### src/rtl/data_path_pkg.sv
// Shared constants and enums for the register-file datapath.
package data_path_pkg;

  localparam int unsigned DATA_WIDTH    = 32;
  localparam int unsigned REG_COUNT     = 4;
  localparam int unsigned REG_SEL_WIDTH = $clog2(REG_COUNT);

  typedef enum logic [1:0] {
    ALU_AND = 2'b00,
    ALU_OR  = 2'b01,
    ALU_ADD = 2'b10,
    ALU_SUB = 2'b11
  } alu_op_e;

  typedef enum logic [1:0] {
    SRC_ALU  = 2'd0,
    SRC_IMM1 = 2'd1,
    SRC_IMM2 = 2'd2,
    SRC_ZERO = 2'd3
  } wr_src_e;

endpackage

### src/rtl/data_path_if.sv
// Control-unit <-> datapath bus: selectors, opcode and immediates in, read data and flags out.
interface data_path_if;
  import data_path_pkg::*;

  logic [REG_SEL_WIDTH-1:0] input_register_selector_1;
  logic [REG_SEL_WIDTH-1:0] input_register_selector_2;
  logic [REG_SEL_WIDTH-1:0] output_register_selector;
  wr_src_e                  output_source_selector;
  logic                     output_enable;
  alu_op_e                  alu_opcode;
  logic [DATA_WIDTH-1:0]    immediate_1;
  logic [DATA_WIDTH-1:0]    immediate_2;
  logic [DATA_WIDTH-1:0]    input_data_1;
  logic [DATA_WIDTH-1:0]    input_data_2;
  logic [DATA_WIDTH-1:0]    alu_result;
  logic                     alu_carry;
  logic                     alu_zero;

  // Control unit side.
  modport master (
    output input_register_selector_1, input_register_selector_2, output_register_selector,
    output output_source_selector, output_enable, alu_opcode, immediate_1, immediate_2,
    input  input_data_1, input_data_2, alu_result, alu_carry, alu_zero
  );

  // Datapath side.
  modport slave (
    input  input_register_selector_1, input_register_selector_2, output_register_selector,
    input  output_source_selector, output_enable, alu_opcode, immediate_1, immediate_2,
    output input_data_1, input_data_2, alu_result, alu_carry, alu_zero
  );

endinterface

### src/rtl/data_path_alu.sv
// Combinational ALU: AND/OR/ADD/SUB with carry (NOT borrow for SUB) and zero flag.
module data_path_alu
  import data_path_pkg::*;
(
  input  alu_op_e               op,
  input  logic [DATA_WIDTH-1:0] a,
  input  logic [DATA_WIDTH-1:0] b,
  output logic [DATA_WIDTH-1:0] result,
  output logic                  carry,
  output logic                  zero
);

  logic [DATA_WIDTH:0]   sum;
  logic [DATA_WIDTH-1:0] b_op;
  logic                  sub;

  // SUB is A + ~B + 1 so the adder carry-out doubles as NOT borrow.
  always_comb begin
    sub    = (op == ALU_SUB);
    b_op   = sub ? ~b : b;
    sum    = {1'b0, a} + {1'b0, b_op} + {{DATA_WIDTH{1'b0}}, sub};
    result = '0;
    carry  = 1'b0;
    unique case (op)
      ALU_AND: result = a & b;
      ALU_OR:  result = a | b;
      ALU_ADD, ALU_SUB: begin
        result = sum[DATA_WIDTH-1:0];
        carry  = sum[DATA_WIDTH];
      end
      default: result = '0;
    endcase
  end

  assign zero = (result == '0);

endmodule

### src/rtl/data_path_register_file.sv
// Register file: two combinational read ports, one synchronous write port, async clear.
module data_path_register_file
  import data_path_pkg::*;
(
  input  logic                     clk,
  input  logic                     rst_n,
  input  logic [REG_SEL_WIDTH-1:0] raddr_1,
  input  logic [REG_SEL_WIDTH-1:0] raddr_2,
  input  logic [REG_SEL_WIDTH-1:0] waddr,
  input  logic                     wen,
  input  logic [DATA_WIDTH-1:0]    wdata,
  output logic [DATA_WIDTH-1:0]    rdata_1,
  output logic [DATA_WIDTH-1:0]    rdata_2
);

  logic [REG_COUNT-1:0][DATA_WIDTH-1:0] regs_q;
  logic [REG_COUNT-1:0]                 reg_we;

  // Per-register write strobes; gated by wen first so an unknown waddr cannot leak through.
  always_comb begin
    reg_we = '0;
    for (int i = 0; i < REG_COUNT; i++) begin
      reg_we[i] = wen && (waddr == REG_SEL_WIDTH'(i));
    end
  end

  // Register storage with asynchronous clear.
  always_ff @(posedge clk or negedge rst_n) begin
    if (!rst_n) begin
      regs_q <= '0;
    end else begin
      for (int i = 0; i < REG_COUNT; i++) begin
        if (reg_we[i]) begin
          regs_q[i] <= wdata;
        end
      end
    end
  end

  // No write-through: reads always see the pre-edge contents.
  assign rdata_1 = regs_q[raddr_1];
  assign rdata_2 = regs_q[raddr_2];

endmodule

### src/rtl/data_path.sv
// Single-cycle datapath: register file, ALU and write-back source mux.
module data_path
  import data_path_pkg::*;
(
  input logic        clk,
  input logic        rst_n,
  data_path_if.slave bus
);

  logic [DATA_WIDTH-1:0] rdata_1;
  logic [DATA_WIDTH-1:0] rdata_2;
  logic [DATA_WIDTH-1:0] alu_res;
  logic                  alu_c;
  logic                  alu_z;
  logic [DATA_WIDTH-1:0] wdata;

  data_path_register_file u_register_file (
    .clk     (clk),
    .rst_n   (rst_n),
    .raddr_1 (bus.input_register_selector_1),
    .raddr_2 (bus.input_register_selector_2),
    .waddr   (bus.output_register_selector),
    .wen     (bus.output_enable),
    .wdata   (wdata),
    .rdata_1 (rdata_1),
    .rdata_2 (rdata_2)
  );

  data_path_alu u_alu (
    .op     (bus.alu_opcode),
    .a      (rdata_1),
    .b      (rdata_2),
    .result (alu_res),
    .carry  (alu_c),
    .zero   (alu_z)
  );

  // Write-back source select.
  always_comb begin
    wdata = '0;
    unique case (bus.output_source_selector)
      SRC_ALU:  wdata = alu_res;
      SRC_IMM1: wdata = bus.immediate_1;
      SRC_IMM2: wdata = bus.immediate_2;
      SRC_ZERO: wdata = '0;
      default:  wdata = '0;
    endcase
  end

  assign bus.input_data_1 = rdata_1;
  assign bus.input_data_2 = rdata_2;
  assign bus.alu_result   = alu_res;
  assign bus.alu_carry    = alu_c;
  assign bus.alu_zero     = alu_z;

endmodule

### src/flat_wrapper.sv
// flat-port wrapper written by rule: the top's interface ports become plain ports
module data_path_flat import data_path_pkg::*;
  (clk, rst_n, bus_input_register_selector_1, bus_input_register_selector_2, bus_output_register_selector, bus_output_source_selector, bus_output_enable, bus_alu_opcode, bus_immediate_1, bus_immediate_2, bus_input_data_1, bus_input_data_2, bus_alu_result, bus_alu_carry, bus_alu_zero);
  data_path_if bus_i ();
  input logic clk;
  input logic rst_n;
  input wire logic [$bits(bus_i.input_register_selector_1)-1:0] bus_input_register_selector_1;
  input wire logic [$bits(bus_i.input_register_selector_2)-1:0] bus_input_register_selector_2;
  input wire logic [$bits(bus_i.output_register_selector)-1:0] bus_output_register_selector;
  input wire logic [$bits(bus_i.output_source_selector)-1:0] bus_output_source_selector;
  input wire logic [$bits(bus_i.output_enable)-1:0] bus_output_enable;
  input wire logic [$bits(bus_i.alu_opcode)-1:0] bus_alu_opcode;
  input wire logic [$bits(bus_i.immediate_1)-1:0] bus_immediate_1;
  input wire logic [$bits(bus_i.immediate_2)-1:0] bus_immediate_2;
  output wire logic [$bits(bus_i.input_data_1)-1:0] bus_input_data_1;
  output wire logic [$bits(bus_i.input_data_2)-1:0] bus_input_data_2;
  output wire logic [$bits(bus_i.alu_result)-1:0] bus_alu_result;
  output wire logic [$bits(bus_i.alu_carry)-1:0] bus_alu_carry;
  output wire logic [$bits(bus_i.alu_zero)-1:0] bus_alu_zero;
  assign bus_i.input_register_selector_1 = bus_input_register_selector_1;
  assign bus_i.input_register_selector_2 = bus_input_register_selector_2;
  assign bus_i.output_register_selector = bus_output_register_selector;
  assign bus_i.output_source_selector = bus_output_source_selector;
  assign bus_i.output_enable = bus_output_enable;
  assign bus_i.alu_opcode = bus_alu_opcode;
  assign bus_i.immediate_1 = bus_immediate_1;
  assign bus_i.immediate_2 = bus_immediate_2;
  assign bus_input_data_1 = bus_i.input_data_1;
  assign bus_input_data_2 = bus_i.input_data_2;
  assign bus_alu_result = bus_i.alu_result;
  assign bus_alu_carry = bus_i.alu_carry;
  assign bus_alu_zero = bus_i.alu_zero;
  data_path u_core (.clk(clk), .rst_n(rst_n), .bus(bus_i));
endmodule
### config.mk
export PLATFORM = sky130hd
export DESIGN_NAME = data_path_flat
export DESIGN_NICKNAME = d
export VERILOG_FILES = /design/src/rtl/data_path_pkg.sv /design/src/rtl/data_path_if.sv /design/src/rtl/data_path_alu.sv /design/src/rtl/data_path_register_file.sv /design/src/rtl/data_path.sv /design/src/flat_wrapper.sv
export SDC_FILE = /design/constraint.sdc
export NUM_CORES = 1
export LEC_CHECK = 0
export BUFFER_PORTS_ARGS = -buffer_cell sky130_fd_sc_hd__clkbuf_2
export CORE_MARGIN = 5
export CORE_UTILIZATION = 45
export CTS_BUF_LIST = sky130_fd_sc_hd__clkbuf_16
export DETAILED_ROUTE_END_ITERATION = 7
export GPL_TIMING_DRIVEN = 0
export PLACE_DENSITY = 0.72
export SLEW_MARGIN = 20
export SYNTH_ARGS = -nofsm -noshare
export SYNTH_HDL_FRONTEND = slang
export SYNTH_SLANG_ARGS = --single-unit
export TNS_END_PERCENT = 100
### constraint.sdc
create_clock -name clk -period 10.6 [get_ports clk]
set_input_delay 1.06 -clock clk [delete_from_list [all_inputs] [get_ports clk]]
set_output_delay 1.06 -clock clk [all_outputs]
set_load 0.01 [all_outputs]
==> impl_metrics.env, run 1 <==
export IMPL_outcome="finished, final reports clean"
export IMPL_grt_use_total=0.2948
export IMPL_max_freq_mhz=112.5
export IMPL_synth_area_leaders="dfrtp_1, mux4_2, a21oi_1"
export IMPL_worst_pin_slew_ns=0.9912
export IMPL_r2r_cells=15
export IMPL_antenna_found_initial=0
export IMPL_worstReg2RegEnd="u_core.u_register_file.regs_q[63]"
export IMPL_crit_chain="clkbuf_1, clkbuf_1, clkbuf_1, clkbuf_1, mux4_2, xnor2_1, ha_1, clkbuf_1, nand2_1, or3b_2, nand2b_1, a21oi_1, or2_1, o221ai_1, nor4b_1, nand4_1, or4_1, or4_1, nor4_2, clkbuf_2"
export IMPL_cts_max_level=4
export IMPL_ir_drop_mv=0.1362
export IMPL_cp_required_ns=9.54
export IMPL_yosysSeqAreaShare=0.3203
export IMPL_hp_class="flop to flop"
export IMPL_grt_pass1_wl_mm=58.73
export IMPL_crit_top_cell="clkbuf_1"
export IMPL_layout_commonest_cell="clkbuf_2"
export IMPL_netlist_area_um2=10000
export IMPL_die_w_um=159.1
export IMPL_met3RoutedLength_mm=3.939
export IMPL_holdPathStages=2
export IMPL_layout_common_cells="clkbuf_2, nand2_1, dfrtp_1, o21ai_0, a21oi_1"
export IMPL_drt_first_pass_iters=7
export IMPL_hold_slack_ns=0.5039
export IMPL_dp_slack_ns=1.799
export IMPL_ys_ff_latch=128
export IMPL_p_leak_uw=0.005173
export IMPL_maxSlewHeadroom=0.3392
export IMPL_crit_arrival_ns=7.83
export IMPL_yosysUniqueCellTypes=76
export IMPL_cts_path_max_buffers=2
export IMPL_port_buffers=167
export IMPL_drive_gt1_frac=0.2337
export IMPL_finalHoldViolCount=0
export IMPL_synth_edf_count=0
export IMPL_ios=175
export IMPL_avgViaCountPerCell=6.381
export IMPL_hold_path_end="u_core.u_register_file.regs_q[90]"
export IMPL_place_congestion=1.039
export IMPL_syn_inst=1101
export IMPL_synth_top_cell_by_area="dfrtp_1"
export IMPL_clock_latency_ns=0.42
export IMPL_synth_top_area_frac=0.3203
export IMPL_synthToLayoutAreaGrowth_pct=17.93
export IMPL_p_per_area_nw_per_um2=238.1
export IMPL_grt_start_max_net_pins=84
export IMPL_rsz0062_at_grt="no"
export IMPL_cp_slowest_cell="clkbuf_1"
export IMPL_nets=1397
export IMPL_synth_ff_type="dfrtp_1"
export IMPL_worstHoldStart="u_core.u_register_file.regs_q[90]"
export IMPL_rows=54
export IMPL_timing_rr_start="u_core.u_register_file.regs_q[43]"
export IMPL_post_drt_wl_per_cell_um=24.45
export IMPL_die_area_um2=25300
export IMPL_top_register="u_core.u_register_file.regs_q"
export IMPL_setup_viol=0
export IMPL_setup_slack_ns=1.714
export IMPL_via_count=10090
export IMPL_reg_top3="u_core.u_register_file.regs_q: 128 flops"
export IMPL_end_kind="output port"
export IMPL_largest_reg_flops=128
export IMPL_hpwl_mm=30.03
export IMPL_cts_tree="built"
export IMPL_period_share=0.8383
export IMPL_synth_warnings=0
export IMPL_crit_type="primary input to output port"
export IMPL_met2_length_mm=18.31
export IMPL_path_clk_slew_ns=0.06
export IMPL_fin_util=0.5404
export IMPL_crit_path_start_kind="primary input"
export IMPL_core_um2=21820
export IMPL_async_flop_share=1.000
export IMPL_cts_hold_buf=0
export IMPL_top_layer="met4"
export IMPL_cts_sinks=128
export IMPL_drt_iter0_drc=1076
export IMPL_dieHeight_um=159.1
export IMPL_numCtsBuffers=17
export IMPL_finClkSkew_ns=0.009075
export IMPL_fin_tns_setup_ns=0
export IMPL_grt_overflow=0
export IMPL_cts_root_buf="clkbuf_16"
export IMPL_fin_crit_ns=8.886
export IMPL_finalMaxSlewViolations=0
export IMPL_drtAntennaViolNets=0
export IMPL_num_antenna_cells=0
export IMPL_avgSynthCellArea_um2=9.082
export IMPL_syn_num_nets=1210
export IMPL_max_stage_delay_ns=0.68
export IMPL_initial_utilization=0.4582
export IMPL_grt_pass1_vias=9890
export IMPL_cts_resized_gates=0
export IMPL_path_max_fanout=10
export IMPL_drc_errors=0
export IMPL_wirelength_mm=38.66
export IMPL_maxCapViolations=0
export IMPL_regToRegSetupSlack_ns=5.76
export IMPL_wl_met1_mm=14.82
export IMPL_cts_setup_buffers=0
export IMPL_worstSetupStartpoint="bus_input_register_selector_2[1]"
export IMPL_n_fill_cell=2031
-- final cells by class --
cell class                 instances  area, um2  area share
multi-input combinational        873       6396      0.5424
sequential                       128       3203      0.2716
timing repair buffer             168      872.1     0.07395
clock buffer                      17      425.4     0.03607
tap                              280      350.3     0.02971
buffer                            75      306.5     0.02599
clock inverter                    15      145.1     0.01231
inverter                          25      93.84    0.007958
-- through the flow --
step	instance area [um2]	total power (uW)	cells
after floorplan	10000	1683	1101
after global placement	11190	2164	1548
after detailed placement	11220	2196	1549
after CTS	11790	2768	1581
after global routing	11790	2957	1581
final	11790	2808	1581
-- Yosys cell counts (all sizes together), types with 21 or more instances --
cell type / count
clkbuf: 60
nand2: 135
mux2i: 23
ha: 31
dfrtp: 128
nor2: 108
maj3: 21
xnor2: 40
mux4: 66
a21oi: 111
inv: 23
o21ai: 114
-- worst max path at each step --
stage                   endpoint  slack, ns  cells after the start
finish              bus_alu_zero       1.71                     20
global placement    bus_alu_zero       1.79                     20
detailed placement  bus_alu_zero       1.80                     20
global route        bus_alu_zero       1.31                     20
CTS                 bus_alu_zero       1.82                     20
floorplan           bus_alu_zero       3.08                     19
-- cells by family after synthesis --
| kind of cell | after synthesis | share of synthesized area |
|---|---|---|
| AOI/OAI and AO/OA | 328 | 0.1947 |
| xor gates and xnor gates | 49 | 0.04480 |
| buffers and inverters | 100 | 0.04004 |
| adders and majority gates | 53 | 0.06181 |
| DFF | 128 | 0.3203 |
| muxes | 95 | 0.1801 |
| and+or+nand+nor | 348 | 0.1583 |
-- where the power goes --
| part | internal [uW] | total [uW] | switching (uW) |
|---|---|---|---|
| Clock | 344 | 565 | 221 |
| Combinational | 606 | 1560 | 953 |
| Sequential | 597 | 684 | 87.8 |
-- worst max-delay path, delay by kind of cell --
kind | cells | cell delay (ns)
adders and majority gates | 1 | 0.30
muxes | 1 | 0.50
buffers and inverters | 6 | 2.58
xor gates and xnor gates | 1 | 0.16
AOI/OAI and AO/OA | 2 | 0.50
and+or+nand+nor | 9 | 2.69
-- metal layers --
metal	vias to the layer above	global-route usage
met1	4932	0.3818
li1	4426	-
met2	615	0.4802
met3	116	0.06938
met4	0	0.1159
met5	-	0
Note: power is estimated with default switching activity, not from simulation.
==> run 2, diff against run 1 <==
--- a/config.mk
+++ b/config.mk
@@ -5,13 +5,14 @@
 export SDC_FILE = /design/constraint.sdc
 export NUM_CORES = 1
 export LEC_CHECK = 0
+export ABC_AREA = 1
 export BUFFER_PORTS_ARGS = -buffer_cell sky130_fd_sc_hd__clkbuf_2
 export CORE_MARGIN = 5
 export CORE_UTILIZATION = 45
 export CTS_BUF_LIST = sky130_fd_sc_hd__clkbuf_16
 export DETAILED_ROUTE_END_ITERATION = 7
 export GPL_TIMING_DRIVEN = 0
-export PLACE_DENSITY = 0.72
+export PLACE_DENSITY = 0.74
 export SLEW_MARGIN = 20
 export SYNTH_ARGS = -nofsm -noshare
 export SYNTH_HDL_FRONTEND = slang
==> constraint.sdc (replaced) <==
create_clock -name clk -period 7.3 [get_ports clk]
set_input_delay 0.73 -clock clk [delete_from_list [all_inputs] [get_ports clk]]
set_output_delay 0.73 -clock clk [all_outputs]
set_load 0.01 [all_outputs]
==> run 2 against run 1 <==
  * Critical path depth increased by 3
  * Critical endpoint unchanged
  * Total power grew 26%
  * Design area increased by 9.6%
  * Synthesized cell count is 57% higher
  * Highest routed layer unchanged
  * Wire length up 25%
  * Synthesized area is 10% higher
  * Sequential power rose by 37%
==> impl_metrics.env, run 2 <==
export IMPL_outcome="finished, final reports clean"
export IMPL_grt_use_total=0.3325
export IMPL_cts_max_level=4
export IMPL_wirelength_mm=48.33
export IMPL_yosysUniqueCellTypes=51
export IMPL_crit_type="primary input to output port"
export IMPL_async_flop_share=1.000
export IMPL_cts_setup_buffers=0
export IMPL_netlist_area_um2=11010
export IMPL_end_kind="output port"
export IMPL_die_w_um=166.4
export IMPL_syn_num_nets=1833
export IMPL_grt_pass1_vias=12280
export IMPL_avgSynthCellArea_um2=6.386
export IMPL_top_register="u_core.u_register_file.regs_q"
export IMPL_max_stage_delay_ns=0.62
export IMPL_clock_latency_ns=0.43
export IMPL_synth_area_leaders="dfrtp_1, nand2_1, o21ai_0"
export IMPL_core_um2=24180
export IMPL_grt_start_max_net_pins=78
export IMPL_ios=175
export IMPL_cts_root_buf="clkbuf_16"
export IMPL_crit_family="simple AND/OR/NAND/NOR gates"
export IMPL_cp_required_ns=6.57
export IMPL_avgViaCountPerCell=5.884
export IMPL_worstSetupStartpoint="bus_input_register_selector_1[1]"
export IMPL_fin_util=0.5346
export IMPL_finalHoldViolCount=0
export IMPL_setup_viol=0
export IMPL_synth_most_common_cell="nand2_1"
export IMPL_layout_commonest_cell="nand2_1"
export IMPL_cts_hold_buf=0
export IMPL_numCtsBuffers=17
export IMPL_synthTopCellsByCount="nand2_1, inv_1, o21ai_0"
export IMPL_total_power_uw=3526
export IMPL_die_area_um2=27690
export IMPL_cts_resized_gates=0
export IMPL_cts_sinks=128
export IMPL_crit_chain="clkbuf_2, inv_2, buf_2, buf_1, a21oi_1, o21ai_0, o21ai_0, ha_1, nand2_1, nor2_1, inv_1, nor3_1, nand2_1, nand2_1, nand2_1, nand3_1, nand2_1, nor2_1, nand4_1, nor2_1, nand2_1, nor2_1, clkbuf_2"
export IMPL_place_congestion=1.044
export IMPL_maxSlewHeadroom=0.2460
export IMPL_nets=2026
export IMPL_drtAntennaViolNets=0
export IMPL_antenna_found_initial=0
export IMPL_largest_reg_flops=128
export IMPL_timing_rr_start="u_core.u_register_file.regs_q[13]"
export IMPL_via_count=13260
export IMPL_period_share=0.7927
export IMPL_synth_ff_type="dfrtp_1"
export IMPL_cp_buffers_inverters=6
export IMPL_drive_gt1_frac=0.1736
export IMPL_crit_arrival_ns=5.06
export IMPL_worst_pin_slew_ns=1.119
export IMPL_cts_tree="built"
export IMPL_p_leak_uw=0.006658
export IMPL_port_buffers=171
export IMPL_n_fill_cell=2386
export IMPL_path_clk_slew_ns=0.05
export IMPL_grt_overflow=0
export IMPL_path_max_fanout=10
export IMPL_p_per_area_nw_per_um2=272.8
export IMPL_fin_crit_ns=5.787
export IMPL_max_freq_mhz=172.8
export IMPL_regToRegSetupSlack_ns=3.47
export IMPL_num_antenna_cells=0
export IMPL_synth_top_cell_by_area="dfrtp_1"
export IMPL_finClkSkew_ns=0.007987
export IMPL_synthToLayoutAreaGrowth_pct=17.41
export IMPL_hp_class="primary input to asynchronous set/reset pin"
export IMPL_drt_first_pass_iters=6
export IMPL_crit_top_cell="nand2_1"
export IMPL_crit_path_start_kind="primary input"
export IMPL_syn_inst=1724
export IMPL_synth_top_area_frac=0.2909
export IMPL_fin_tns_setup_ns=0
export IMPL_layout_common_cells="nand2_1, inv_1, clkbuf_2, o21ai_0, a21oi_1"
export IMPL_drc_errors=0
export IMPL_hpwl_mm=37.61
export IMPL_rsz0062_at_grt="no"
export IMPL_cp_slowest_cell="ha_1"
export IMPL_finalMaxSlewViolations=0
export IMPL_synth_warnings=0
export IMPL_drt_iter0_drc=1890
export IMPL_grt_pass1_wl_mm=71.69
export IMPL_yosysSeqAreaShare=0.2909
export IMPL_maxCapViolations=0
export IMPL_initial_utilization=0.4554
export IMPL_ys_ff_latch=128
export IMPL_rows=57
export IMPL_cts_path_max_buffers=2
export IMPL_post_drt_wl_per_cell_um=21.44
export IMPL_reg_top3="u_core.u_register_file.regs_q: 128 flops"
export IMPL_dieHeight_um=166.4
export IMPL_ir_drop_mv=0.1334
export IMPL_synth_edf_count=0
-- run 2: cells by family after synthesis --
kind of cell | Yosys count | share of synthesized area
DFF | 128 | 0.2909
and+or+nand+nor | 823 | 0.3248
adders and majority gates | 32 | 0.03705
buffers and inverters | 284 | 0.1076
AOI/OAI and AO/OA | 428 | 0.2165
xor gates and xnor gates | 29 | 0.02307
-- run 2: power by group --
group / internal (uW) / total [uW] / switching, uW
logic: 538 / 1720 / 1180
clock network: 533 / 866 / 333
registers: 847 / 938 / 91.1
-- run 2: final timing paths --
| path | end | cells after the start |
|---|---|---|
| max | bus_alu_zero | 23 |
| min | u_core.u_register_file.regs_q[6] | 1 |
| max reg2reg | u_core.u_register_file.regs_q[79] | 18 |
| min reg2reg | u_core.u_register_file.regs_q[124] | 2 |
| max in group asynchronous | u_core.u_register_file.regs_q[27] | 2 |
| min in group clk | u_core.u_register_file.regs_q[124] | 2 |
-- run 2: stage by stage --
step                area, um2  hold WS [ns]  setup WS [ns]  cells
floorplan               11010        0.4344          2.808   1724
global placement        12270        0.4867          1.696   2219
detailed placement      12330        0.4879          1.724   2222
CTS                     12930        0.2702          1.705   2254
global route            12930        0.2875          1.251   2254
finish                  12930        0.2529          1.513   2254
-- run 2: routing by layer --
layer,vias to the layer above,global-route usage,share of wire
met4,0,0.1295,0.041
li1,6050,-,-
met3,130,0.1109,0.13
met5,-,0,0
met2,839,0.5176,0.44
met1,6243,0.4296,0.39
-- run 2: layout make-up --
cell class / count / area, um2 / share of cell area
Tap cell: 324 / 405.4 / 0.03136
Inverter: 199 / 754.5 / 0.05837
Clock inverter: 15 / 168.9 / 0.01307
Buffer: 85 / 430.4 / 0.03330
Multi-Input combinational cell: 1312 / 6631 / 0.5130
Clock buffer: 17 / 425.4 / 0.03291
Sequential cell: 128 / 3203 / 0.2478
Timing Repair Buffer: 174 / 907.1 / 0.07018
==> run 3, diff against run 2 <==
==> constraint.sdc (replaced) <==
create_clock -name clk -period 4.8 [get_ports clk]
set_input_delay 0.48 -clock clk [delete_from_list [all_inputs] [get_ports clk]]
set_output_delay 0.48 -clock clk [all_outputs]
set_load 0.01 [all_outputs]
==> run 3 against run 2 <==
  * The run now ends with negative hold slack left
  * Via count down 0.44%
  * Global-route usage about the same
  * Sequential share of layout area down 0.33 points
  * Final cell count about the same
  * Critical path type unchanged
  * Highest routed layer unchanged
  * Largest power group unchanged
==> impl_metrics.env, run 3 (synthesized netlist as in run 2, its figures left out) <==
export IMPL_port_buffers=171
export IMPL_cts_hold_buf=0
export IMPL_ios=175
export IMPL_wirelength_mm=48.68
export IMPL_finalHoldViolCount=1
export IMPL_hpwl_mm=37.61
export IMPL_antenna_found_initial=0
export IMPL_num_antenna_cells=0
export IMPL_worstReg2RegEnd="u_core.u_register_file.regs_q[84]"
export IMPL_post_drt_wl_per_cell_um=21.59
export IMPL_ir_drop_mv=0.2009
export IMPL_cts_tree="built"
export IMPL_finalMaxSlewViolations=0
export IMPL_multi_input_area_um2=6743
export IMPL_timing_rr_start="u_core.u_register_file.regs_q[65]"
export IMPL_fin_crit_ns=4.629
export IMPL_setup_viol=0
export IMPL_p_leak_uw=0.006714
export IMPL_finClkSkew_ns=0.006879
export IMPL_maxSlewHeadroom=0.3271
export IMPL_outcome="finished with violations"
export IMPL_cts_root_buf="clkbuf_16"
export IMPL_grt_use_total=0.3330
export IMPL_max_stage_delay_ns=0.35
export IMPL_dieHeight_um=166.4
export IMPL_core_um2=24180
export IMPL_via_count=13200
export IMPL_finalNonFillerCells=2255
export IMPL_dp_cells=2222
export IMPL_crit_type="primary input to output port"
export IMPL_drtAntennaViolNets=0
export IMPL_path_max_fanout=10
export IMPL_violations="negative hold slack"
export IMPL_hold_slack_ns=-0.003301
export IMPL_end_kind="output port"
export IMPL_cp_slowest_cell="ha_1"
export IMPL_worstSetupStartpoint="bus_input_register_selector_1[0]"
export IMPL_path_clk_slew_ns=0.06
export IMPL_cp_required_ns=4.32
export IMPL_avgViaCountPerCell=5.855
export IMPL_drt_first_pass_iters=6
export IMPL_drive_gt1_frac=0.1926
export IMPL_r2r_cells=20
export IMPL_fin_area_um2=13100
export IMPL_reg_top3="u_core.u_register_file.regs_q: 128 flops"
export IMPL_cts_path_max_buffers=2
export IMPL_regToRegSetupSlack_ns=1.25
export IMPL_cp_buffers_inverters=7
export IMPL_largest_reg_flops=128
export IMPL_p_per_area_nw_per_um2=415.2
export IMPL_hp_class="primary input to asynchronous set/reset pin"
export IMPL_nets=2027
export IMPL_drt_iter0_drc=1769
export IMPL_numCtsBuffers=17
export IMPL_grt_pass1_wl_mm=71.77
export IMPL_initial_utilization=0.4554
export IMPL_crit_path_start_kind="primary input"
export IMPL_worst_pin_slew_ns=0.9988
export IMPL_crit_chain="buf_6, buf_6, buf_4, clkbuf_4, clkbuf_4, nand2_1, a32oi_4, ha_1, nand2_1, o21ai_0, a21oi_2, inv_1, a211oi_1, nand3_1, nand2_1, nor2_1, nor2_1, nand3_1, nor2_1, nand2_1, nor2_1, clkbuf_2"
export IMPL_period_share=0.9644
export IMPL_cts_sinks=128
export IMPL_ff_latch_area_um2=3203
export IMPL_synthToLayoutAreaGrowth_pct=18.98
export IMPL_cts_max_level=4
export IMPL_die_w_um=166.4
export IMPL_maxCapViolations=0
export IMPL_n_fill_cell=2384
export IMPL_layout_commonest_cell="nand2_1"
export IMPL_layout_common_cells="nand2_1, inv_1, clkbuf_2, o21ai_0, a21oi_1"
export IMPL_drc_errors=0
export IMPL_grt_start_max_net_pins=78
export IMPL_max_freq_mhz=216.0
export IMPL_crit_arrival_ns=4.15
export IMPL_fin_util=0.5418
export IMPL_grt_pass1_vias=12300
export IMPL_grt_overflow=0
export IMPL_placed_area_um2=12330
export IMPL_die_area_um2=27690
export IMPL_crit_family="buffers and inverters"
export IMPL_top_register="u_core.u_register_file.regs_q"
export IMPL_clock_latency_ns=0.42
export IMPL_rows=57
export IMPL_place_congestion=1.044
## run 3: cell count changes in the layout (fill, tap and decap cells not counted), moves of 6 or more
| cell | before | now |
|---|---|---|
| o21ai_1 | 29 | 36 |
| nand2_2 | 31 | 40 |
| clkbuf_2 | 170 | 176 |
| o21ai_0 | 157 | 148 |
| clkbuf_4 | 0 | 11 |
| buf_2 | 29 | 18 |
| nand2_1 | 529 | 520 |
## run 3: per-stage QoR
step / worst slack, ns / setup TNS [ns] / power (uW)
after global placement: -0.3040 / -0.3820 / 3926
after global routing: -0.009250 / -0.009250 / 5724
after detailed placement: -0.2762 / -0.3310 / 3965
after CTS: 0.002407 / 0 / 5288
final: 0.1710 / 0 / 5439
after floorplan: 0.8081 / 0 / 3073
## run 3: worst max path at each step
| stage | endpoint | cells past startpoint |
|---|---|---|
| final | bus_alu_zero | 22 |
| after global routing | bus_alu_zero | 24 |
| after CTS | bus_alu_zero | 23 |
| after detailed placement | bus_alu_zero | 23 |
| after global placement | bus_alu_zero | 23 |
| after floorplan | bus_alu_zero | 19 |
## run 3: report_power, final
| part | internal [uW] | switching (uW) | leakage, uW |
|---|---|---|---|
| combinational | 850 | 1840 | 0.00483 |
| sequential | 1290 | 140 | 0.00162 |
| clock | 811 | 509 | 0.000268 |
## run 3: routing by layer
layer / track usage / part of all wire / vias to the layer above / routed length, um
li1: - / - / 6046 / -
met1: 0.4328 / 0.39 / 6119 / 18880
met2: 0.5176 / 0.44 / 901 / 21360
met3: 0.1078 / 0.13 / 137 / 6377
met4: 0.1295 / 0.042 / 0 / 2052
met5: 0 / 0 / - / 0
## run 3: worst reg2reg max path, stage by stage, from the launching register on
cell and delay [ns]:
dfrtp_1 0.40, nand2_1 0.09, nand3_1 0.08, nand2_1 0.24
xor2_1 0.25, inv_1 0.08, fa_1 0.38, nor2_1 0.11
inv_1 0.08, o21ai_2 0.22, nand3_2 0.16, nand2_1 0.20
nand3_1 0.12, nand2_1 0.08, nand2_1 0.05, nand3_1 0.07
nand2_1 0.21, a22oi_2 0.32, nand2_1 0.15, nand2_1 0.08
o21ai_1 0.08
## run 3: layout make-up
cell class	instances	share of cell area
well taps	324	0.03095
plain buffers	84	0.03639
repair buffers	176	0.07040
multi-input cells	1312	0.5148
clock buffers	17	0.03248
clock inverters	15	0.01290
flip-flops and latches	128	0.2445
inverters	199	0.05760
## run 3: repair_timing
item | CTS | global route
setup endpoints to repair | 2 | 4
setup buffers | 0 | 2
pin swaps | 0 | 3
resized for setup | 10 | 59
